--- src/rtl/rr_req_queue.sv ---
// Request front-end for a 2-client round-robin arbiter: saturating pending
// counts per client, with in-flight token tracking so each request is acked once.
module rr_req_queue #(
  parameter int CNT_W = 4,
  parameter int LAT   = 2
) (
  input  logic             clock,
  input  logic             reset_n,
  input  logic             push0,
  input  logic             push1,
  input  logic             ack0,
  input  logic             ack1,
  output logic             ir0,
  output logic             ir1,
  output logic [CNT_W-1:0] pend0,
  output logic [CNT_W-1:0] pend1,
  output logic             full0,
  output logic             full1,
  output logic             ovf,
  output logic             spur
);

  // Handshake: ir_i raised in cycle n is answered in cycle n+LAT, when the
  // token it launched reaches the head; ack_i high then is a grant, low is a
  // denial. An ack with no head token is spurious and ignored.

  localparam int PW = CNT_W + $clog2(LAT + 1);
  localparam logic [CNT_W-1:0] PMAX = '1;

  logic [CNT_W-1:0] pend [2];
  logic [LAT-1:0]   tok  [2];
  logic [1:0]       push_v, ack_v, ir_v, full_v, ret_v, acc_v, drop_v, bad_v;

  function automatic logic [PW-1:0] popcnt(input logic [LAT-1:0] t);
    logic [PW-1:0] c;
    c = '0;
    for (int k = 0; k < LAT; k++) c = c + PW'(t[k]);
    return c;
  endfunction

  assign push_v = {push1, push0};
  assign ack_v  = {ack1, ack0};

  always_comb begin
    ir_v   = '0;
    full_v = '0;
    ret_v  = '0;
    acc_v  = '0;
    drop_v = '0;
    bad_v  = '0;
    for (int i = 0; i < 2; i++) begin
      // Request only for pending entries not already covered by a token.
      ir_v[i]   = {{(PW-CNT_W){1'b0}}, pend[i]} > popcnt(tok[i]);
      full_v[i] = (pend[i] == PMAX);
      ret_v[i]  = tok[i][LAT-1] & ack_v[i];
      acc_v[i]  = push_v[i] & (~full_v[i] | ret_v[i]);
      drop_v[i] = push_v[i] & full_v[i] & ~ret_v[i];
      bad_v[i]  = ack_v[i] & ~tok[i][LAT-1];
    end
  end

  always_ff @(posedge clock or negedge reset_n) begin
    if (!reset_n) begin
      for (int i = 0; i < 2; i++) begin
        pend[i] <= '0;
        tok[i]  <= '0;
      end
      ovf  <= 1'b0;
      spur <= 1'b0;
    end else begin
      for (int i = 0; i < 2; i++) begin
        if (acc_v[i] && !ret_v[i])      pend[i] <= pend[i] + 1'b1;
        else if (ret_v[i] && !acc_v[i]) pend[i] <= pend[i] - 1'b1;
        tok[i] <= LAT'({tok[i], ir_v[i]});
      end
      ovf  <= ovf  | (|drop_v);
      spur <= spur | (|bad_v);
    end
  end

  assign ir0   = ir_v[0];
  assign ir1   = ir_v[1];
  assign pend0 = pend[0];
  assign pend1 = pend[1];
  assign full0 = full_v[0];
  assign full1 = full_v[1];

endmodule

--- config.mk ---
export PLATFORM = sky130hd
export DESIGN_NAME = rr_req_queue
export DESIGN_NICKNAME = d
export VERILOG_FILES = /design/src/rtl/rr_req_queue.sv
export SDC_FILE = /design/constraint.sdc
export NUM_CORES = 1
export LEC_CHECK = 0
export ABC_AREA = 1
export CAP_MARGIN = 20
export CORE_MARGIN = 2
export CORE_UTILIZATION = 30
export CTS_CLUSTER_SIZE = 28
export DETAILED_ROUTE_END_ITERATION = 12
export PLACE_DENSITY_LB_ADDON = 0.25
export RECOVER_POWER = 50
export SLEW_MARGIN = 10
export SYNTH_ARGS = -nofsm -noshare
export SYNTH_HDL_FRONTEND = slang
export SYNTH_SLANG_ARGS = --single-unit
export TNS_END_PERCENT = 1
--- constraint.sdc ---
create_clock -name clock -period 2.5 [get_ports clock]
set_input_delay 0.5 -clock clock [delete_from_list [all_inputs] [get_ports clock]]
set_output_delay 0.5 -clock clock [all_outputs]
set_load 0.01 [all_outputs]
==> impl_table.tex <==
\begin{tabular}{lr}
\hline
Metric & Value \\
\hline
\multicolumn{2}{l}{\textbf{Worst setup path}} \\
\quad Worst setup EP type & primary output \\
\quad Critical path class & reg -> out \\
\quad Critical path origin & tok[1] \\
\quad Cell-by-cell listing of the critical path & ha\_1 -> inv\_1 -> ha\_1 -> inv\_1 -> nor2\_1 -> o21ai\_0 -> nand2\_1 -> dlygate4sd2\_1 \\
\quad Worst flop-to-flop path startpoint & pend0[0] \\
\quad Arrival time at the worst endpoint & 1.74 ns \\
\quad Data required time of the worst path & about 2.0 ns \\
\quad Standard cell with the maximum stage delay on the critical path & dfrtp\_1 \\
\quad Worst-path fanout max & 3 \\
\quad Critical path's largest stage delay & 0.40 ns \\
\quad CP startpoint kind & flop \\
\multicolumn{2}{l}{\textbf{Placed design}} \\
\quad Last weighted congestion value of the routability-driven placer & roughly 0.76 \\
\quad Count of input and output buffers & 19 \\
\quad Dpl cell area & approximately 1200 um2 \\
\quad Final HPWL DP & 1445 um \\
\multicolumn{2}{l}{\textbf{Detailed routing}} \\
\quad Total via count in the routed design & 780 \\
\quad Number of vias per cell after detailed routing & between 4 and 5 \\
\quad First drt pass iteration count & 4 \\
\quad Total wire length after detailed routing & 1833 um \\
\quad Detail Route Antenna Nets & 0 \\
\quad Initial detailed-routing violation count & 46 \\
\quad Number of remaining DRC errors & 0 \\
\quad Routed length per placed instance & 10.53 um \\
\multicolumn{2}{l}{\textbf{STA}} \\
\quad Layout Skew & 0.001776 ns \\
\quad Setup repair after global routing missed its margin & no \\
\quad Max\_slew headroom & a little under three fifths \\
\quad Tmin final & 2.235 ns \\
\quad Count of final setup violators & 0 \\
\quad Actual transition at the worst max-transition pin & between 0.6 and 0.7 ns \\
\quad Count of final hold-check violations & 0 \\
\quad Number of max-slew violations in the final report & 0 \\
\quad TNS Setup & 0 ns \\
\quad Post-route clock period utilization & 89.41\% \\
\quad Maximum clock rate & 0.4474 GHz \\
\multicolumn{2}{l}{\textbf{Global route}} \\
\quad Met1 Resource Use GR & $\sim$18\% \\
\quad GR peak layer & met1 \\
\quad Global Route met3 Usage & 2.381\% \\
\quad Gr ovfl total & 0 \\
\quad Largest net degree at the start of global routing & 15 \\
\quad Global Route met2 Usage & 16.93\% \\
\quad Overall global routing resource usage & 11.95\% \\
\quad Antenna violations before repair & 0 \\
\quad Global-route wire length before repair & 3208 um \\
\quad Vias in the first global route & 707 \\
\multicolumn{2}{l}{\textbf{Yosys}} \\
\quad Net count after synthesis & 136 \\
\quad Number of enable flip-flop cells after synthesis & 0 \\
\quad Async set-or-reset flop fraction in the synthesized netlist & 100.0\% \\
\quad Post-synth design cell area & 933.4 um2 \\
\quad Portion of the post-synthesis area used by sequential elements & 37.53\% \\
\quad FF+latch count, synth & 14 \\
\quad Number of warnings issued by yosys & 0 \\
\quad Predominant post-synthesis flop cell & dfrtp\_1 \\
\quad Commonest cells in the synthesized netlist & 39 x nand2\_1, 18 x inv\_1, 14 x dfrtp\_1 \\
\quad Most common cell in the synthesized netlist & nand2\_1 \\
\quad Top post-synthesis cells by area & dfrtp\_1 38\%, ha\_1 16\%, nand2\_1 16\% \\
\quad Dominant cell type by area after synthesis & dfrtp\_1 \\
\quad Number of cells produced by synthesis & 116 \\
\quad Yosys top cell area share & around 38\% \\
\quad Mean area per synthesized cell & around 8.0 um2 \\
\quad Unique masters post-synth & 14 \\
\multicolumn{2}{l}{\textbf{Power}} \\
\quad Standby leakage power & 0.6148 nW \\
\quad PwrDens & roughly 1300 nW/um2 \\
\quad Maximum vdd ir drop & about 0.0004 V \\
\quad Power after layout & approximately 1.5 mW \\
\multicolumn{2}{l}{\textbf{Floorplanning}} \\
\quad I/O pin total & 20 \\
\quad Die span in y & $\sim$60 um \\
\quad Standard-cell row count & 20 \\
\quad Initial standard-cell utilization of the core & 31.08\% \\
\quad Area of the die & around 3600 um2 \\
\quad Core area & 3003 um2 \\
\quad Horizontal die dimension & 59.78 um \\
\multicolumn{2}{l}{\textbf{Cells and area}} \\
\quad Fraction of final layout cells with drive strength greater than 1 & 7.092\% \\
\quad Number of nets at the end of the flow & 163 \\
\quad Post-layout instance area & 1206 um2 \\
\quad Fill cells & 311 \\
\quad Area added between synthesis and finish & 29.22\% \\
\quad Count of antenna diodes in the layout & 0 \\
\quad Final core utilization & 40.17\% \\
\multicolumn{2}{l}{\textbf{Clock tree}} \\
\quad Clk pin slew, worst setup/hold paths & 0.09 ns \\
\quad CTS buffer count & 3 \\
\quad Clock latency reported for the late side of the worst-skew pair & 0.27 ns \\
\quad Number of sinks handled by clock tree synthesis & 14 \\
\quad Post-CTS Setup Inserts & 0 \\
\quad Clock tree from TritonCTS & done \\
\quad Clock root buffer & clkbuf\_4 \\
\quad Buffer levels on the longest clock path & 2 \\
\quad Deepest level of the CTS H-tree & 1 \\
\multicolumn{2}{l}{\textbf{Hold path}} \\
\quad Class of the worst hold path & reg -> reg \\
\quad Startpoint of the lowest-slack hold path & tok[2] \\
\multicolumn{2}{l}{\textbf{Run status}} \\
\quad Result of the run & complete, no violations \\
\multicolumn{2}{l}{\textbf{Flow run}} \\
\quad Maximum Capacitance Violations & 0 \\
\hline
\end{tabular}
[state kept, by name (all words and copies together) (netlist names)]
register	count
pend1	4
ovf	1
spur	1
tok	4
pend0	4
[area by class of cell]
type	instances	area [um2]	share of cell area (%)
tap	33	41.29	3.423
clock buffer	3	22.52	1.867
sequential	14	350.3	29.05
timing repair buffer	22	214.0	17.74
inverter	18	67.56	5.602
multi-input combinational	84	510.5	42.32
[power breakdown]
group | internal (mW) | total [mW] | switching [mW]
combinational | 0.482 | 0.933 | 0.451
sequential | 0.327 | 0.470 | 0.142
clock | 0.0557 | 0.128 | 0.0724
[critical path: cells and delay by family (launching register included)]
family | cells | cell delay (ns)
adder cells (fa/ha/maj) | 2 | 0.41
flip-flops | 1 | 0.40
buffers and inverters | 3 | 0.40
AO/OA/AOI/OAI | 1 | 0.13
AND/OR/NAND/NOR | 2 | 0.12
[metal layers]
metal	share of wire, %	wire length, um
met4	0.44	8
met5	0	0
met3	5.5	101
met2	44	803
met1	50	920
[cell usage in the layout (no fill, tap or decap), drive strengths merged, types with 2 or more instances in the layout]
cell type      instances
a21oi                  2
nand2                 40
fa                     2
inv                   18
xnor2                  4
nand3                  4
o21ai                  5
nor2                  10
ha                    12
buf                    3
nor3b                  2
or2                    2
dfrtp                 14
clkdlybuf4s50         16
clkbuf                 3
[kinds of logic after synthesis]
group | Yosys count | share of synthesized area, %
xor gates and xnor gates | 4 | 3.753
AOI/OAI and AO/OA | 7 | 3.753
and+or+nand+nor | 59 | 27.35
DFF | 14 | 37.53
buffers and inverters | 18 | 7.238
adders and majority gates | 14 | 20.38
[stage by stage]
stage	setup WS [ns]	hold slack, ns	cells
6_report	0.2647	0.3875	174
5_1_grt	0.1041	0.4202	174
4_1_cts	0.01012	0.3900	174
3_5_place_dp	-0.01702	0.3689	171
3_3_place_gp	0.02162	0.3643	171
2_1_floorplan	0.5001	0.2044	116
[what timing repair did]
action | in CTS | in global routing
gates resized for setup | 1 | 2
setup endpoints to repair | 1 | 1
hold buffers | 0 | 0
[worst paths after layout]
check	to	slack, ns	cells after the start
max in group asynchronous	pend1[2]	1.38	1
min	tok[3]	0.39	0
min reg2reg	tok[3]	0.39	0
max	ir1	0.26	8
min in group asynchronous	spur	0.70	1
max reg2reg	pend0[3]	0.42	11
Power figures use the tool's default switching activity.
